===== src/rtl/serializer_pkg.sv =====
// Shared definitions for the bit serializer and the serial detector benches.
//   state_t  : serializer FSM encoding (IDLE / SHIFT)
//   PAT_0110 : reference pattern used by the detector benches
package serializer_pkg;

  typedef enum logic {
    IDLE  = 1'b0,
    SHIFT = 1'b1
  } state_t;

  localparam logic [3:0] PAT_0110 = 4'b0110;

endpackage


===== src/rtl/bit_serializer_tick_div.sv =====
// Bit-period divider: dcnt runs 0..DIV-1 while enabled and tick pulses for
// one cycle on the last count, marking the edge where the serial bit advances.
// Ports:
//   clk, rst : clock, async active-high reset
//   clr      : restart the bit period (word load)
//   en       : count enable (FSM in SHIFT)
//   tick     : one-cycle pulse when dcnt = DIV-1 and enabled
module tick_div #(
  parameter int DIV = 1
) (
  input  logic clk,
  input  logic rst,
  input  logic clr,
  input  logic en,
  output logic tick
);

  localparam int DW = (DIV > 1) ? $clog2(DIV) : 1;
  localparam logic [DW-1:0] LAST = DW'(DIV - 1);

  logic [DW-1:0] dcnt;

  assign tick = en && (dcnt == LAST);

  always_ff @(posedge clk or posedge rst) begin
    if (rst) begin
      dcnt <= '0;
    end else if (clr || tick) begin
      dcnt <= '0;
    end else if (en) begin
      dcnt <= dcnt + 1'b1;
    end
  end

endmodule


===== src/rtl/bit_serializer.sv =====
// Parallel-to-serial front end. Words arrive over valid/ready into a
// one-word holding register and are shifted out one bit per DIV cycles.
// The held word loads on the end-of-word edge, so words stream gap-free.
//
// state | meaning
// IDLE  | nothing shifting; loads the held word as soon as one is present
// SHIFT | o carries the head bit of the shift register
//
// Ports:
//   clk, rst  : clock, async active-high reset
//   in_data   : parallel word, sampled only on a transfer edge
//   in_valid  : in_data offered
//   in_ready  : holding register empty (registered, no path from in_valid)
//   o         : serial bit, 0 when o_valid = 0
//   o_valid   : o carries a word bit
//   busy      : a word is shifting or one is held
module bit_serializer
  import serializer_pkg::*;
#(
  parameter int W         = 8,
  parameter int DIV       = 1,
  parameter int MSB_FIRST = 1
) (
  input  logic         clk,
  input  logic         rst,
  input  logic [W-1:0] in_data,
  input  logic         in_valid,
  output logic         in_ready,
  output logic         o,
  output logic         o_valid,
  output logic         busy
);

  localparam int BW = $clog2(W);
  localparam logic [BW-1:0] BLAST = BW'(W - 1);

  state_t        state, state_n;
  logic [W-1:0]  sreg, sreg_n, hold_reg;
  logic          hold_full;
  logic [BW-1:0] bcnt;
  logic          load, shift, tick, accept, head_n;
  logic          o_q, o_valid_q;

  assign in_ready = !hold_full;
  assign accept   = in_valid && !hold_full;
  assign busy     = (state == SHIFT) || hold_full;
  assign o        = o_q;
  assign o_valid  = o_valid_q;

  tick_div #(.DIV(DIV)) u_tick_div (
    .clk  (clk),
    .rst  (rst),
    .clr  (load),
    .en   (state == SHIFT),
    .tick (tick)
  );

  always_comb begin
    state_n = state;
    load    = 1'b0;
    shift   = 1'b0;
    case (state)
      IDLE: begin
        if (hold_full) begin
          load    = 1'b1;
          state_n = SHIFT;
        end
      end
      SHIFT: begin
        if (tick) begin
          if (bcnt == BLAST) begin
            // End of word: chain the held word on this same edge if present.
            if (hold_full) load = 1'b1;
            else           state_n = IDLE;
          end else begin
            shift = 1'b1;
          end
        end
      end
      default: state_n = IDLE;
    endcase

    sreg_n = sreg;
    if (load) begin
      sreg_n = hold_reg;
    end else if (shift) begin
      sreg_n = (MSB_FIRST != 0) ? {sreg[W-2:0], 1'b0} : {1'b0, sreg[W-1:1]};
    end
    head_n = (MSB_FIRST != 0) ? sreg_n[W-1] : sreg_n[0];
  end

  always_ff @(posedge clk or posedge rst) begin
    if (rst) begin
      state     <= IDLE;
      sreg      <= '0;
      hold_reg  <= '0;
      hold_full <= 1'b0;
      bcnt      <= '0;
      o_q       <= 1'b0;
      o_valid_q <= 1'b0;
    end else begin
      state <= state_n;
      sreg  <= sreg_n;
      // accept and load are exclusive: load needs hold_full, accept needs it clear.
      if (accept) begin
        hold_reg  <= in_data;
        hold_full <= 1'b1;
      end else if (load) begin
        hold_full <= 1'b0;
      end
      if (load)       bcnt <= '0;
      else if (shift) bcnt <= bcnt + 1'b1;
      // Outputs are registered from the next-state view so they track sreg exactly.
      o_valid_q <= (state_n == SHIFT);
      o_q       <= (state_n == SHIFT) && head_n;
    end
  end

endmodule


===== config.mk =====
export PLATFORM = sky130hd
export DESIGN_NAME = bit_serializer
export DESIGN_NICKNAME = d
export VERILOG_FILES = /design/src/rtl/serializer_pkg.sv /design/src/rtl/bit_serializer_tick_div.sv /design/src/rtl/bit_serializer.sv
export SDC_FILE = /design/constraint.sdc
export NUM_CORES = 1
export LEC_CHECK = 0
export BUFFER_PORTS_ARGS = -buffer_cell sky130_fd_sc_hd__buf_2
export CORE_ASPECT_RATIO = 0.75
export CORE_MARGIN = 3
export CORE_UTILIZATION = 54
export DETAILED_ROUTE_END_ITERATION = 8
export PLACE_DENSITY = 0.81
export REMOVE_ABC_BUFFERS = 1
export SLEW_MARGIN = 0
export SYNTH_ARGS = -nofsm -noshare
export SYNTH_HDL_FRONTEND = slang
export SYNTH_SLANG_ARGS = --single-unit

===== constraint.sdc =====
create_clock -name clk -period 2.7 [get_ports clk]
set_clock_uncertainty 0.15 [all_clocks]
set_input_delay 0.81 -clock clk [delete_from_list [all_inputs] [get_ports clk]]
set_output_delay 0.81 -clock clk [all_outputs]
set_load 0.03 [all_outputs]

Yosys cells after proc, flatten, opt, wreduce, memory -nomap -nowiden
Index checks and enable logic that the tools add are counted.

Input port bits: 11. Output and inout port bits: 4. Register bits: 23. RAM bits: 0. Memories kept: 0. ROM bits: 0. Bits in latches: 0.

Shifts and indexed selects: 0. Reduce and logical (&&, ||, !) cells: 9. Bitwise operators: 2. Multipliers: 0. Order comparisons: 0. Muxes and demuxes: 18. Add/subtract/negate cells: 2. Eq/ne operators: 1. Divide/modulo/power cells: 0.

Operators with widths (count): 8-bit 2-to-1 mux (2); 1-bit 2-to-1 mux (12); 3-bit 2-to-1 mux (2); 2-bit nonzero test (3); 1-bit case mux with 2 select lines (2); 3-bit by 1-bit adder with 3-bit output (second input constant) (1); 3-bit equality test (second input constant) (1); 1-bit logical AND (3); 1-bit logical OR (2); 1-bit inverter (2); 1-bit adder (second input constant) (1); 1-bit logical NOT (1).

Logic depth before layout (Yosys ltp)
Gate-level depths: netlist of the first run.

Depth after elaboration: 7. Mapped depth: 6. Gate-level depth less buffers: 5.

By module
A second synthesis of the first run with hierarchy kept.

Cells, all modules: 80. Area total of the unflattened synthesis: 1032.2 um^2.

Modules (own cells, without submodules): bit_serializer (times used 1, cells an instance 76, area each 982.2 um^2); tick_div (times used 1, cells an instance 4, area each 50.0 um^2).

Least setup slack after synthesis of the first run
No wires, ideal clock.

Path type: reg2out. From: register hold_full. To: output busy. Arrival time: 0.949 ns. Slack: 0.791 ns. Required time: 1.740 ns. Stages on the path, launching flop included: 3. Cells stage by stage: dfrtp_1 inv_1 nand2_1.

Word-level cells in the longest chain between the ends: 1.

Ends and longest elaborated chain: from (decl) (RTL line bit_serializer.sv:39) `logic hold_full;`; from (signal assigned) (RTL line bit_serializer.sv:97) `hold_full <= 1'b0;`; from (signal assigned) (RTL line bit_serializer.sv:107) `hold_full <= 1'b1;`; from (signal assigned) (RTL line bit_serializer.sv:109) `hold_full <= 1'b0;`; 1-bit logical OR (RTL line bit_serializer.sv:46) `assign busy = (state == SHIFT) || hold_full;`; to (decl) (RTL line bit_serializer.sv:31) `output logic busy`.

Every way passes these cells.

Worst setup path in the final report of the first run
Same ends and word-level chain as after synthesis.

==> results.md, run 1 <==
- Outcome: finished, final reports clean
- Synth Area per Inst: 12.7 sq um
- Drt pass-1 iters: 4
- Worst-Margin Slew: 832 ps
- Final setup viols: 0
- Crit. End Element: output port
- Flop and latch count out of synthesis: 23
- Setup tns final: 0 ps
- Total setup buffers inserted after CTS: 0
- Power Dens Cells: between 1000 and 1500 nW/um^2
- Die height: roughly 43 um
- CTS Hold Bufs: 0
- Worst skew pair latency: 310 ps
- Sequential share of the synthesized area: 57.2%
- Critical path arrival: 1150 ps
- Die width: between 50 and 60 um
- Mapped Cells: just under 80
- Post-route ant nets: 0
- Int Pwr: 0.000800 W
- Hold_ws: 350 ps
- Sequential share of power: a little under half
- P&R area growth vs syn: 12.2%
- Netlist cell types: 25
- Sw Share: 35.5%
- Max_cap viols: 0
- Post-layout nets: 111
- Global route overflow: 0
- Routed vias/inst: 5.55
- Initial antenna violation count: 0
- Leakage: between 0.5 and 0.6 nW
- Final core occ: 70.2%
- Met1 Usage GRT: between 20 and 25%
- Slew Viols, Final: 0
- Grt peak-use layer: met2
- Count leader, synth: dfrtp_1
- Fmax: 473 MHz
- Vias in the first global route: 663
- Crit Path Category: flop to output port
- Row count: 12
- H-Tree Depth: 1
- Routed wire length: 1.70 mm
- Met3 Usage GRT: ~6.8%
- DP Area: 1100 sq um
- CP peak stage delay: 450 ps
- Root Driver: clkbuf_4
- # IOs: 15
- Clock Power Share: 12.5%
- Post-synth top area cell: dfrtp_1
- DRC violations left: 0
- Cell Chain, Critical Path: inv_1 -> nand2_1 -> buf_2
- Ranking of synthesized cells by area: dfrtp_1 57%, mux2_2 10%, a221o_1 6.0%, and2_1 3.7%, ha_1 2.5%
- Drt wl/cell: roughly 14 um
- RePlAce Congestion: 0.702
- Post-synth top area share: 57.2%
- Required @ worst endpoint: 1740 ps
- Clock sink count: 23
- GR Util All Layers: roughly 17%
- GR Util met2: 26.2%
- Final worst path period share: 78.3%
- Main flop type after synthesis: dfrtp_1
- Total Power: about 0.0012 W
- Synth warn: 0
- ANT cells: 0
- Initial DRC count: 14
- Mapped Area: 1010 sq um
- Clk slew on worst S/H paths: 130 ps
- Largest net degree at the start of global routing: 24
- Maximum fanout along the worst path: 6
- Hold Crit Class: input port to async pin
- RSZ-0062 raised after global routing: no
- CP Launch Type: flop
- Tmin final: 2110 ps
- Async set-reset flop share out of synthesis: 100%
- Initial Util: 62.6%
- Full die area: between 2000 and 2500 sq um
- EDFF count, synth: 0
- Core box area: 1610 sq um
- Post-route design area: 1130 sq um
- Max Buffers Root-to-Sink: 2
- Worst IR Drop VDD: 0.632 mV
- Port bufs: 14
- First-pass GRT wire length: 3.04 mm
- Sw power: 0.000440 W
- Slowest cell on crit path: dfrtp_1
- CTS tree: built
- Part of the power in combinational logic: 40.2%
- Num CTS Buffers: 3
- Post-cts repair resize count: 0
- Routed vias: around 660
- Final Hold Viols: 0
- Post-synth top cells: 23 x dfrtp_1, 9 x mux2_2, 6 x a221o_1, 6 x and2_1, 6 x nand2_1
- Headroom to the max-slew limit: 43.9%
- Post-DP HPWL: around 1.3 mm
- Share of layout cells above drive strength 1: 32.0%
## stage by stage
step | setup WS [ps] | cells
after floorplan | 790 | 77
after global placement | 775 | 114
after detailed placement | 696 | 114
after CTS | 562 | 118
after global routing | 489 | 118
final | 586 | 118
## cell usage in the layout (no fill, tap or decap), types with 2 or more instances in the layout
master / Yosys / layout
buf_4: 0 / 2
nor2b_1: 3 / 3
ha_1: 2 / 2
inv_1: 3 / 3
nor2_1: 3 / 3
and2_1: 6 / 6
a221o_1: 6 / 6
clkbuf_4: 0 / 3
a21oi_1: 2 / 2
buf_2: 1 / 14
mux2_2: 9 / 9
nand2_1: 6 / 6
dfrtp_1: 23 / 23
mux2i_1: 2 / 2
## worst max-delay path: cells and delay by family, from the launching register on
kind	cells	cell delay [ps]
flip-flops	1	450
AND/OR/NAND/NOR	1	70
buffers and inverters	2	330
## power groups by stage
| stage | Combinational (W) | Sequential [W] | Clock [W] |
|---|---|---|---|
| floorplan | 0.000376 | 0.000585 | 0 |
| detailed placement | 0.000509 | 0.000593 | 0 |
| global route | 0.000560 | 0.000607 | 0.000180 |
| CTS | 0.000508 | 0.000587 | 0.000165 |
| finish | 0.000499 | 0.000587 | 0.000155 |
| global placement | 0.000478 | 0.000587 | 0 |
## worst paths after layout
kind,slack [ps],to,depth (start not counted),startpoint
min in group clk,370,hold_reg[0],1,hold_reg[0]
max in group asynchronous,1820,hold_reg[1],3,rst
worst max register to register,700,sreg[4],5,bcnt[0]
worst min register to register,370,hold_reg[0],1,hold_reg[0]
worst min-delay path,350,bcnt[0],3,rst
worst max-delay path,590,busy,3,hold_full
## layout make-up
class                   count  area, sq um
flip-flops and latches     23          576
fillers                   129          478
multi-input cells          51          403
repair buffers             16         85.1
well taps                  21         26.3
clock buffers               3         22.5
inverters                   3         11.3
clock inverters             1         5.00
## per-layer routing
metal  routed length [um]  part of all wire (%)
met5                    0                     0
met2                  790                    46
met3                   91                   5.3
met4                   19                   1.1
met1                  800                    47
## logic make-up (layout without fill, tap and decap cells)
family / after synthesis / in the layout / synth area share (%)
flip-flops: 23 / 23 / 57.2
adder cells (fa/ha/maj): 2 / 2 / 2.49
multiplexers: 11 / 11 / 12.1
AO/OA/AOI/OAI: 13 / 13 / 10.3
AND/OR/NAND/NOR: 24 / 24 / 14.3
buffers and inverters: 5 / 23 / 2.74
XOR/XNOR: 1 / 1 / 0.871
Power figures use the tool's default switching activity.
==> inputs of run 2 (changes only) <==
==> constraint.sdc (replaced) <==
create_clock -name clk -period 1.95 [get_ports clk]
set_clock_uncertainty 0.15 [all_clocks]
set_input_delay 0.585 -clock clk [delete_from_list [all_inputs] [get_ports clk]]
set_output_delay 0.585 -clock clk [all_outputs]
set_load 0.03 [all_outputs]
==> run 2 against run 1 <==
Against the previous run:
- register-to-register slack worse by 610 ps
- routed wire length is 2.8% lower
- sequential power is 39% higher
- critical path depth is 2 higher
- clock-buffer cell count stayed put
- non-clock buffer count is 3 higher
- sequential share of layout area is 1.2 points lower
- worst hold slack worse by 220 ps
- first-iteration DRC count is 43% lower
- critical endpoint is now sreg[4]
- cell count is 2.5% higher
- via count is 0.15% lower
- core utilization is 1.9 points higher
==> results.md, run 2 (synthesis gave the netlist of run 1 again) <==
- Clk slew on worst S/H paths: 130 ps (about the same)
- Global route overflow: 0 (unchanged)
- Full die area: 2420 sq um (unchanged)
- Reg2Reg Depth: 5 (unchanged)
- Crit Path Category: flop to flop
- R2R setup slack: 90 ps (-610 ps)
- First-pass GRT wire length: 2.85 mm (-6.3%)
- Post-Place Worst Slack: 11.0 ps (-685 ps)
- Total setup buffers inserted after CTS: 0 (unchanged)
- H-Tree Depth: 1 (unchanged)
- Most common cell after layout, fill and taps aside: dfrtp_1
- Drt pass-1 iters: 4 (unchanged)
- Largest net degree at the start of global routing: 24 (unchanged)
- Sequential share of power: 46.3% (-1.0 points)
- CTS tree: built
- Critical path arrival: 1920 ps (+770 ps)
- Commonest cells after routing, fill and taps aside: 22 x dfrtp_1, 14 x buf_2, 9 x mux2_2
- Initial Util: 62.6% (unchanged)
- Final setup viols: 0 (unchanged)
- Hold Crit Class: input port to async pin
- Port bufs: 14 (unchanged)
- Final Hold Viols: 0 (unchanged)
- Crit Reg-Reg Endpoint: sreg[4]
- Die height: 43.4 um (unchanged)
- Die width: 55.8 um (unchanged)
- Required @ worst endpoint: 2010 ps (+270 ps)
- CP Launch Type: flop
- GR Util All Layers: 15.3% (-1.5 points)
- DRC violations left: 0 (unchanged)
- Worst-Margin Slew: 408 ps (-424 ps)
- Share of layout cells above drive strength 1: 39.0% (+7.0 points)
- Slew Viols, Final: 0 (unchanged)
- Sw Share: 35.0% (-0.45 points)
- P&R area growth vs syn: 15.2%
- Num CTS Buffers: 3 (unchanged)
- Power Dens Cells: 1520 nW/um^2 (+38%)
- Worst IR Drop VDD: 1.11 mV (+76%)
- Sw power: 0.000616 W (+40%)
- Routed vias: 654 (-0.15%)
- FILL cells: 113 (-12%)
- Fmax: ~540 MHz
- Routed wire length: 1.65 mm (-2.8%)
- Routed vias/inst: 5.40 (-2.6%)
- Final setup margin: 86.3 ps (-500 ps)
- Post-layout nets: 114 (+2.7%)
- ANT cells: 0 (unchanged)
- Vias in the first global route: 662 (-0.15%)
- Sequential Area: 577 sq um (+0.22%)
- Initial antenna violation count: 0 (unchanged)
- Max_cap viols: 0 (unchanged)
- Outcome: finished, final reports clean
- Post-route ant nets: 0 (unchanged)
- Reg-to-Reg Start: bcnt[0]
- Max Buffers Root-to-Sink: 2 (unchanged)
- Clock Power Share: 12.7% (+0.2 points)
- Crit. End Element: flop
- RePlAce Congestion: 0.711 (+1.3%)
- Final core occ: 72.1% (+1.9 points)
- Setup tns final: 0 ps (unchanged)
- CTS Hold Bufs: 0 (unchanged)
- Tmin final: roughly 1900 ps
- Maximum fanout along the worst path: 8 (+2)
- Row count: 12 (unchanged)
- Multi-input gate area: 407 sq um (+0.93%)
- Root Driver: clkbuf_4
- Post-DP HPWL: 1.19 mm (-7.0%)
- Clock sink count: 23 (unchanged)
- Int Pwr: 0.00114 W (+43%)
- Worst skew pair latency: 310 ps (about the same)
- Initial DRC count: 8 (-6)
- Core box area: 1610 sq um (unchanged)
- Final worst path period share: about 96%
- RSZ-0062 raised after global routing: no
- Drt wl/cell: 13.7 um (-5.2%)
- Headroom to the max-slew limit: 72.8% (+29 points)
- Post-cts repair resize count: 1 (+1)
- Leakage: 0.571 nW (+0.97%)
- # IOs: 15 (unchanged)
- Part of the power in combinational logic: 41.0% (+0.8 points)
[run 2: cell count changes in the layout (fill, tap and decap cells not counted), sizes merged]
cell      previous run  this run
buf                 16        19
clkinvlp             0         1
clkinv               1         0
[run 2: power by group through the flow]
stage          Sequential, W  Clock, W  Combinational [W]
2_1_floorplan       0.000810         0           0.000521
3_3_place_gp        0.000813         0           0.000690
3_5_place_dp        0.000821         0           0.000718
4_1_cts             0.000810  0.000231           0.000728
5_1_grt             0.000838  0.000258           0.000802
6_report            0.000815  0.000223           0.000720
[run 2: stage by stage]
step	std cells	power, W	instance area (sq um)	hold slack (ps)
global route	121	0.00190	1160	137
floorplan	77	0.00133	990	320
detailed placement	117	0.00154	1120	340
CTS	121	0.00177	1150	131
global placement	117	0.00150	1120	337
finish	121	0.00176	1160	126
[run 2: per-layer routing]
layer / up-vias / part of all wire, % / global-route usage (%)
li1: 316 / - / -
met1: 320 / 45 / 17.9
met2: 16 / 49 / 26.2
met3: 2 / 5.5 / 6.55
met4: 0 / 0.73 / 4.27
met5: - / 0 / 0
[run 2: worst max-delay path by stage]
stage	startpoint	to	slack (ps)	cells past startpoint
floorplan	bcnt[0]	sreg[6]	100	5
global placement	bcnt[0]	sreg[6]	60	5
detailed placement	bcnt[0]	sreg[4]	10	5
CTS	hold_full	busy	20	3
global route	hold_full	busy	20	3
finish	bcnt[0]	sreg[4]	90	5
[run 2: critical path, stage by stage, from the launching register on]
cell,delay (ps)
dfrtp_1,410
ha_1,200
ha_2,200
nor2b_2,160
o21a_2,260
a221o_1,370
[run 2: cell type report]
class	instances	area share, %
Clock buffer	3	1.94
Timing Repair Buffer	19	9.29
Multi-Input combinational cell	51	35.1
Inverter	3	0.972
Sequential cell	23	49.8
Tap cell	21	2.27
Clock inverter	1	0.648
